$ cat config.mk
export PLATFORM = sky130hd
export DESIGN_NAME = apb_slave_regbank_flat
export DESIGN_NICKNAME = d
export VERILOG_FILES = /design/src/rtl/apb_pkg.sv /design/src/rtl/apb_slave_regbank_if.sv /design/src/rtl/apb_reg_file.sv /design/src/rtl/apb_slave_regbank.sv /design/src/flat_wrapper.sv
export SDC_FILE = /design/constraint.sdc
export NUM_CORES = 1
export LEC_CHECK = 0
export BUFFER_PORTS_ARGS = -buffer_cell sky130_fd_sc_hd__buf_2
export CAP_MARGIN = 10
export CORE_MARGIN = 2
export CORE_UTILIZATION = 26
export DETAILED_ROUTE_END_ITERATION = 12
export PLACE_DENSITY_LB_ADDON = 0.3
export SLEW_MARGIN = 20
export SYNTH_ARGS = -nofsm -noshare
export SYNTH_HDL_FRONTEND = slang
export SYNTH_SLANG_ARGS = --single-unit
$ cat constraint.sdc
create_clock -name pclk -period 5.7 [get_ports pclk]
set_input_delay 1.425 -clock pclk [delete_from_list [all_inputs] [get_ports pclk]]
set_output_delay 1.425 -clock pclk [all_outputs]
set_load 0.005 [all_outputs]
$ cat src/rtl/apb_pkg.sv
// Shared types and constants for the APB slave register bank.
package apb_pkg;

    typedef enum logic [1:0] {
        ST_IDLE   = 2'd0,
        ST_SETUP  = 2'd1,
        ST_ACCESS = 2'd2
    } apb_state_t;

    localparam int unsigned MAX_WAIT_STATES = 15;
    localparam int unsigned WAIT_CNT_W      = 4;
    localparam int unsigned ID_REG_IDX      = 0;

endpackage

$ cat src/rtl/apb_slave_regbank_if.sv
// APB bus bundle between a master and the register-bank slave.
interface apb_slave_regbank_if #(
    parameter int unsigned ADDR_W = 8,
    parameter int unsigned DATA_W = 32
) ();
    logic                  psel;
    logic                  penable;
    logic                  pwrite;
    logic [ADDR_W-1:0]     paddr;
    logic [DATA_W-1:0]     pwdata;
    logic [DATA_W/8-1:0]   pstrb;
    logic [DATA_W-1:0]     prdata;
    logic                  pready;
    logic                  pslverr;

    modport master (
        output psel, penable, pwrite, paddr, pwdata, pstrb,
        input  prdata, pready, pslverr
    );

    modport slave (
        input  psel, penable, pwrite, paddr, pwdata, pstrb,
        output prdata, pready, pslverr
    );
endinterface

$ cat src/rtl/apb_reg_file.sv
// Word register storage with byte-strobe writes and an indexed read mux.
// Optional macro APB_PSTRB_EN: honour byte strobes instead of full-word writes.
module apb_reg_file
    import apb_pkg::*;
#(
    parameter int unsigned        DATA_W   = 32,
    parameter int unsigned        IDX_W    = 6,
    parameter int unsigned        NUM_REGS = 8,
    parameter logic [DATA_W-1:0]  ID_VALUE = DATA_W'(32'hA9B0_0001)
) (
    input  logic                        clk,
    input  logic                        rst,
    input  logic                        i_we,
    input  logic [IDX_W-1:0]            i_idx,
    input  logic [DATA_W-1:0]           i_wdata,
    input  logic [DATA_W/8-1:0]         i_strb,
    output logic [DATA_W-1:0]           o_rdata,
    output logic [NUM_REGS*DATA_W-1:0]  o_reg_q
);
    localparam int unsigned STRB_W = DATA_W / 8;

    logic [NUM_REGS-1:0][DATA_W-1:0] r_regs;
    logic [STRB_W-1:0]               w_byte_en;

`ifdef APB_PSTRB_EN
    assign w_byte_en = i_strb;
`else
    // Strobes are ignored: every byte lane is always enabled.
    assign w_byte_en = i_strb | {STRB_W{1'b1}};
`endif

    always_ff @(posedge clk) begin
        if (rst) begin
            for (int unsigned i = 0; i < NUM_REGS; i++) begin
                r_regs[i] <= (i == ID_REG_IDX) ? ID_VALUE : '0;
            end
        end else if (i_we) begin
            for (int unsigned i = 0; i < NUM_REGS; i++) begin
                if ((i != ID_REG_IDX) && (i_idx == IDX_W'(i))) begin
                    for (int unsigned k = 0; k < STRB_W; k++) begin
                        if (w_byte_en[k]) begin
                            r_regs[i][k*8 +: 8] <= i_wdata[k*8 +: 8];
                        end
                    end
                end
            end
        end
    end

    always_comb begin
        o_rdata = '0;
        for (int unsigned i = 0; i < NUM_REGS; i++) begin
            if (i_idx == IDX_W'(i)) begin
                o_rdata = r_regs[i];
            end
        end
    end

    assign o_reg_q = r_regs;

endmodule

$ cat src/rtl/apb_slave_regbank.sv
// APB slave with programmable wait states in front of a word register bank.
// Optional macro APB_PSTRB_EN: enables per-byte write strobes in apb_reg_file.
module apb_slave_regbank
    import apb_pkg::*;
#(
    parameter int unsigned        DATA_W      = 32,
    parameter int unsigned        ADDR_W      = 8,
    parameter int unsigned        NUM_REGS    = 8,
    parameter int unsigned        WAIT_STATES = 1,
    parameter logic [DATA_W-1:0]  ID_VALUE    = DATA_W'(32'hA9B0_0001)
) (
    input  logic                        pclk,
    input  logic                        preset,
    apb_slave_regbank_if.slave          bus,
    output logic [NUM_REGS*DATA_W-1:0]  reg_q
);
    localparam int unsigned STRB_W = DATA_W / 8;
    localparam int unsigned IDX_W  = ADDR_W - 2;

    apb_state_t              r_state;
    apb_state_t              w_state_nxt;
    logic [WAIT_CNT_W-1:0]   r_cnt;
    logic [WAIT_CNT_W-1:0]   w_cnt_nxt;

    logic [ADDR_W-1:0]       r_addr;
    logic                    r_write;
    logic [DATA_W-1:0]       r_wdata;
    logic [STRB_W-1:0]       r_strb;

    logic [IDX_W-1:0]        w_idx;
    logic                    w_legal;
    logic                    w_done;
    logic                    w_err;
    logic                    w_we;
    logic                    w_pready;
    logic                    w_pslverr;
    logic [DATA_W-1:0]       w_prdata;
    logic [DATA_W-1:0]       w_rd_data;

    // State and wait-counter register.
    always_ff @(posedge pclk) begin
        if (preset) begin
            r_state <= ST_IDLE;
            r_cnt   <= '0;
        end else begin
            r_state <= w_state_nxt;
            r_cnt   <= w_cnt_nxt;
        end
    end

    // Transfer attributes are frozen during SETUP so outputs never see live paddr.
    always_ff @(posedge pclk) begin
        if (preset) begin
            r_addr  <= '0;
            r_write <= 1'b0;
            r_wdata <= '0;
            r_strb  <= '0;
        end else if (r_state == ST_SETUP) begin
            r_addr  <= bus.paddr;
            r_write <= bus.pwrite;
            r_wdata <= bus.pwdata;
            r_strb  <= bus.pstrb;
        end
    end

    // Next-state logic.
    always_comb begin
        w_state_nxt = r_state;
        w_cnt_nxt   = r_cnt;
        case (r_state)
            ST_IDLE: begin
                if (bus.psel && !bus.penable) begin
                    w_state_nxt = ST_SETUP;
                end
            end
            ST_SETUP: begin
                w_state_nxt = ST_ACCESS;
                w_cnt_nxt   = '0;
            end
            ST_ACCESS: begin
                if (w_done) begin
                    w_state_nxt = (bus.psel && !bus.penable) ? ST_SETUP : ST_IDLE;
                end else begin
                    w_cnt_nxt = r_cnt + WAIT_CNT_W'(1);
                    if (!bus.psel) begin
                        w_state_nxt = ST_IDLE;
                    end
                end
            end
            default: begin
                w_state_nxt = ST_IDLE;
                w_cnt_nxt   = '0;
            end
        endcase
    end

    assign w_idx   = r_addr[ADDR_W-1:2];
    assign w_legal = (32'(w_idx) < NUM_REGS) && (r_addr[1:0] == 2'b00);

    // Output and write-enable logic, all from registered state.
    always_comb begin
        w_done    = (r_state == ST_ACCESS) && (r_cnt == WAIT_CNT_W'(WAIT_STATES));
        w_err     = w_done && (!w_legal || (r_write && (32'(w_idx) == ID_REG_IDX)));
        w_we      = w_done && r_write && !w_err;
        w_pready  = w_done;
        w_pslverr = w_err;
        w_prdata  = '0;
        if (w_done && !r_write && !w_err) begin
            w_prdata = w_rd_data;
        end
    end

    assign bus.pready  = w_pready;
    assign bus.pslverr = w_pslverr;
    assign bus.prdata  = w_prdata;

    apb_reg_file #(
        .DATA_W   (DATA_W),
        .IDX_W    (IDX_W),
        .NUM_REGS (NUM_REGS),
        .ID_VALUE (ID_VALUE)
    ) u_reg_file (
        .clk     (pclk),
        .rst     (preset),
        .i_we    (w_we),
        .i_idx   (w_idx),
        .i_wdata (r_wdata),
        .i_strb  (r_strb),
        .o_rdata (w_rd_data),
        .o_reg_q (reg_q)
    );

endmodule

$ cat src/flat_wrapper.sv
// flat-port wrapper written by rule: the top's interface ports become plain ports
module apb_slave_regbank_flat import apb_pkg::*;
#(
    parameter int unsigned        DATA_W      = 32,
    parameter int unsigned        ADDR_W      = 8,
    parameter int unsigned        NUM_REGS    = 8,
    parameter int unsigned        WAIT_STATES = 1,
    parameter logic [DATA_W-1:0]  ID_VALUE    = DATA_W'(32'hA9B0_0001)
)
  (pclk, preset, reg_q, bus_psel, bus_penable, bus_pwrite, bus_paddr, bus_pwdata, bus_pstrb, bus_prdata, bus_pready, bus_pslverr);
  apb_slave_regbank_if #(.ADDR_W(ADDR_W), .DATA_W(DATA_W)) bus_i ();
  input  logic pclk;
  input  logic preset;
  output logic [NUM_REGS*DATA_W-1:0] reg_q;
  input wire logic [$bits(bus_i.psel)-1:0] bus_psel;
  input wire logic [$bits(bus_i.penable)-1:0] bus_penable;
  input wire logic [$bits(bus_i.pwrite)-1:0] bus_pwrite;
  input wire logic [$bits(bus_i.paddr)-1:0] bus_paddr;
  input wire logic [$bits(bus_i.pwdata)-1:0] bus_pwdata;
  input wire logic [$bits(bus_i.pstrb)-1:0] bus_pstrb;
  output wire logic [$bits(bus_i.prdata)-1:0] bus_prdata;
  output wire logic [$bits(bus_i.pready)-1:0] bus_pready;
  output wire logic [$bits(bus_i.pslverr)-1:0] bus_pslverr;
  assign bus_i.psel = bus_psel;
  assign bus_i.penable = bus_penable;
  assign bus_i.pwrite = bus_pwrite;
  assign bus_i.paddr = bus_paddr;
  assign bus_i.pwdata = bus_pwdata;
  assign bus_i.pstrb = bus_pstrb;
  assign bus_prdata = bus_i.prdata;
  assign bus_pready = bus_i.pready;
  assign bus_pslverr = bus_i.pslverr;
  apb_slave_regbank #(.DATA_W(DATA_W), .ADDR_W(ADDR_W), .NUM_REGS(NUM_REGS), .WAIT_STATES(WAIT_STATES), .ID_VALUE(ID_VALUE)) u_core (.pclk(pclk), .preset(preset), .bus(bus_i), .reg_q(reg_q));
endmodule
# Word level (Yosys, flattened, before mapping)
# Index checks and enable logic that the tools add are counted.
# word_totals
input_bits	49
ff_bits	271
ramBits	0
mem_bits_ro	0
mem_count	0
latch_bits	0
# op_classes
reduce_logical	26
n_lt_le_gt_ge	1
n_mul	0
div_mod_pow	0
n_bitwise	1
muxes	16
eq_ne	13
shifts	0
addsub	1
# op_table
operator	count
$mux W32	9
$eq A6 B3 Y1 const B	4
$reduce_and A2 Y1	9
$eq A6 B2 Y1 const B	2
$logic_and A1 B1 Y1	9
$pmux W4 S2	1
$eq A6 B1 Y1 const B	1
$logic_not A6 Y1	1
$lt A6 B4 Y1 const B	1
$mux W2	3
$pmux W2 S3	1
$add A4 B1 Y4 const B	1
$eq A4 B1 Y1 const B	1
$logic_not A1 Y1	4
$logic_not A2 Y1	2
$mux W4	1
$ne A3 B3 Y1 const B	1
$eq A2 B1 Y1 const B	1
$eq A2 B2 Y1 const B	1
$ne A2 B1 Y1 const B	1
$ne A2 B2 Y1 const B	1
$logic_or A1 B1 Y1	1
$mux W1	1
$not A1 Y1	1

# Depth between registers and ports, before layout
# depth
depth_word	10
depth_mapped	9
depth_no_buf	7

# Hierarchy
# Synthesis repeated with hierarchy kept, for this count alone.
# unflattened
cells_unflattened	1567
area_unflattened_um2	12366.9
# modules_own_cells
mod	instances	area_each_um2	cells_per_inst	seq_area_each_um2
apb_reg_file	1	10024.6	1291	4484.3
apb_slave_regbank	1	2342.2	276	1021.0

# Least setup slack after synthesis
# No wires, ideal clock.
# synth_timing
path_type	register to output
from	reg u_core.r_cnt[0]
to	out bus_prdata[0]
t_required_ns	4.275
arrival_time_ns	1.977
stages_incl_launch_ff	9
path_slack_ns	2.298
path_cell_list	dfxtp_1 -> ha_1 -> nor3b_2 -> nand3b_1 -> or3_1 -> clkbuf_1 -> a41o_1 -> buf_6 -> o22ai_1
# synth_via
elab_chain_cells	6
word_cells_on_any_way	7
classes_between	1 x eq/ne; 1 x mux; 5 x reduce/logical
# synth_rtl
element	line	source
start: declaration	apb_slave_regbank.sv:22	logic [WAIT_CNT_W-1:0] r_cnt;
start signal: assignment	apb_slave_regbank.sv:47	r_cnt <= w_cnt_nxt;
$eq A4 B1 Y1 (*)	apb_slave_regbank.sv:102	w_done = (r_state == ST_ACCESS) && (r_cnt == WAIT_CNT_W'(WAIT_STATES));
$logic_and A1 B1 Y1 (*)	apb_slave_regbank.sv:102	
$logic_and A1 B1 Y1	apb_slave_regbank.sv:103	w_err = w_done && (!w_legal || (r_write && (32'(w_idx) == ID_REG_IDX)));
$logic_not A1 Y1	apb_slave_regbank.sv:108	if (w_done && !r_write && !w_err) begin
$logic_and A1 B1 Y1 (*)	apb_slave_regbank.sv:108	
$mux W32 (*)	apb_slave_regbank.sv:108	
end: declaration	flat_wrapper.sv:21	output wire logic [$bits(bus_i.prdata)-1:0] bus_prdata;
# Mark *: on every way between the ends. The rest lies on a longest branch, timed or not.

# Final worst setup path
# layout_timing
from	reg u_core.r_addr[2]
to	out bus_prdata[16]
# layout_via
elab_chain_cells	9
word_cells_on_any_way	24
classes_between	1 x order compare; 7 x eq/ne; 8 x mux; 8 x reduce/logical
# layout_rtl
element	line	source
start: declaration	apb_slave_regbank.sv:25	logic [ADDR_W-1:0] r_addr;
start signal: assignment	apb_slave_regbank.sv:59	r_addr <= bus.paddr;
$eq A6 B1 Y1	apb_reg_file.sv:53	if (i_idx == IDX_W'(i)) begin
$mux W32 (7 in a row)	apb_reg_file.sv:53	
$mux W32 (*)	apb_slave_regbank.sv:108	
# Marked as above.

==> impl_metrics.ini <==
[setup_path]
cp.arrival_ns = 3.53
cp.required_ns = 4.28
critPathMaxFanout = 33
critPathLaunchType = register
worst_r2r_path_depth = 7
endpoint_kind = primary output
crit_type = register to primary output

[routing]
firstDrtPassIters = 5
avgRoutedWirePerCell_um = 21.3
vias = 10800
routed_wl_um = 47100
drc = 0
vias_per_cell = 4.89
drtIter0Drc = 861
ant_nets = 0

[cts]
postCtsSetupRepairBufs = 0
cts_root_buf = clkbuf_16
clk_latency_ns = 0.53
ctsResizeCount = 0
clkTransAtPathRegs_ns = 0.05
htree_levels = 2
cts_made_buffers = 34
clock_sinks = 271
hold_buffers = 0
cts_tree = built
clockBufferDepth = 3

[floorplan]
die_x_um = 222
core_sq_um = 46800
io_pins = 339
start_util = 0.264
rows = 79
dieArea_sq_um = 49200
die_y_um = 222

[place]
port_buffers = 302
hpwl_um = 29800
place.gp.congestion = 0.764
post-place-ws_ns = 1.27

[logic_synthesis]
synth_flop_cell = dfxtp_1
synth-seq-cells = 271
ys_seq_area_frac = 0.439
netlist_area_sq_um = 12300
syn_inst = 1369
synth-edff-count = 0
async_flop_share = 0
avgSynthCellArea_sq_um = 9.02
yosysWarningCount = 0
synth_cell_type_count = 52

[power_and_ir_drop]
peakVddDrop_mv = 0.167
p_leak_nw = 5.85
finalPower_mw = 4.26
p_per_area_nw_per_um2 = 282

[sta]
whs_ns = 0.459
setup-tns-final_ns = 0
relSlewSlack = 0.253
slew_viol_final = 0
finalCritPeriodShare = 0.869
setup_slack_ns = 0.745
rsz0062_at_grt = no
fin_skew_ns = 0.0168
setup_violations = 0
max_freq_mhz = 202
period_needed_ns = 4.95
worst_pin_slew_ns = 1.12
final_hold_viol_count = 0

[final_layout]
drive_gt1_frac = 0.256
area_growth_pct = 22.4
finish.net_count = 1636
antenna_cells = 0

[global_routing]
track_usage = 0.183
grt_max_degree = 158
grt_pass1_vias = 10300
antenna_found_initial = 1
grt_first_pass_wirelength_um = 68300
grt.overflow.total = 0

[status]
outcome = finished, final reports clean

[hold_path]
hold_class = register to register
hold_depth = 2

[run]
cap_violations = 0
-- synth_stat cells, drive strengths merged, types with 3 or more instances --
library cell	count	area [sq um]
a21oi	105	526
a221oi	9	78.8
a22oi	31	233
a2bb2oi	24	210
a32oi	7	61.3
and2	4	25.0
buf	98	701
clkbuf	78	294
dfxtp	271	5430
inv	4	15.0
mux2i	216	2160
nand2	154	586
nand2b	3	18.8
nor2	253	952
nor2b	3	18.8
nor3	5	25.0
nor4	5	82.6
nor4b	5	110
o22ai	31	257
o31a	6	52.6
o32a	24	240
or2	7	43.8
-- area by class of cell --
cell class	instances	area [sq um]
fill	4919	31600
multi-input combinational	948	6070
sequential	271	5430
timing repair buffer	326	1730
clock buffer	49	968
tap	607	759
clock inverter	8	138
inverter	4	15.0
-- cell usage in the layout, fill, tap and decap left out, drive strengths merged, types with 31 or more instances in the layout --
cell,count
buf,325
nor2,253
clkbuf,50
conb,32
mux2i,216
dfxtp,271
a21oi,105
nand2,154
o22ai,31
a22oi,31
-- critical path: stages (launching register included) --
cell,delay [ns]
dfxtp_4,0.50
nor2_1,0.47
and2_2,0.67
buf_4,0.40
a2bb2oi_1,0.10
o32a_1,0.42
o22ai_1,0.24
buf_2,0.18
-- final timing paths --
path	start	to	slack, ns
max reg2reg	u_core.r_addr[2]	u_core.u_reg_file.o_reg_q[235]	1.78
min reg2reg	u_core.u_reg_file.o_reg_q[56]	u_core.u_reg_file.o_reg_q[56]	0.46
min	u_core.u_reg_file.o_reg_q[56]	u_core.u_reg_file.o_reg_q[56]	0.46
max	u_core.r_addr[2]	bus_prdata[16]	0.75
-- layer usage --
layer / share of wire / global-route usage
met2: 0.45 / 0.292
met3: 0.061 / 0.0372
met4: 0.030 / 0.0656
met1: 0.46 / 0.246
met5: 0.00028 / 0
-- cells by family after synthesis --
logic type	after synthesis	share of synthesized area
muxes	216	0.175
other	2	0.000608
AOI/OAI and AO/OA	244	0.139
buffers and inverters	180	0.0818
DFF	271	0.439
and+or+nand+nor	451	0.160
xor gates and xnor gates	3	0.00213
adders and majority gates	2	0.00203
-- state kept, by name, indices dropped and copies added, names as in the netlist --
register                   cells
u_core.u_reg_file.o_reg_q    224
u_core.r_wdata                32
u_core.r_addr                  8
u_core.r_cnt                   4
u_core.r_state                 2
u_core.r_write                 1
-- through the flow --
| step | cells | cell area [sq um] | utilization |
|---|---|---|---|
| floorplan | 1399 | 12500 | - |
| finish | 2213 | 15100 | 0.323 |
| CTS | 2212 | 15100 | 0.323 |
| detailed placement | 2155 | 14000 | 0.299 |
| global placement | 2155 | 14000 | 0.299 |
| global route | 2213 | 15100 | 0.323 |
-- report_power, final --
part | switching, mW | total [mW] | internal (mW)
combinational | 0.121 | 0.175 | 0.0535
clock | 0.840 | 2.16 | 1.32
sequential | 0.0273 | 1.93 | 1.91
total | 0.988 | 4.26 | 3.28
No activity file was read; power rests on OpenSTA's default activity.
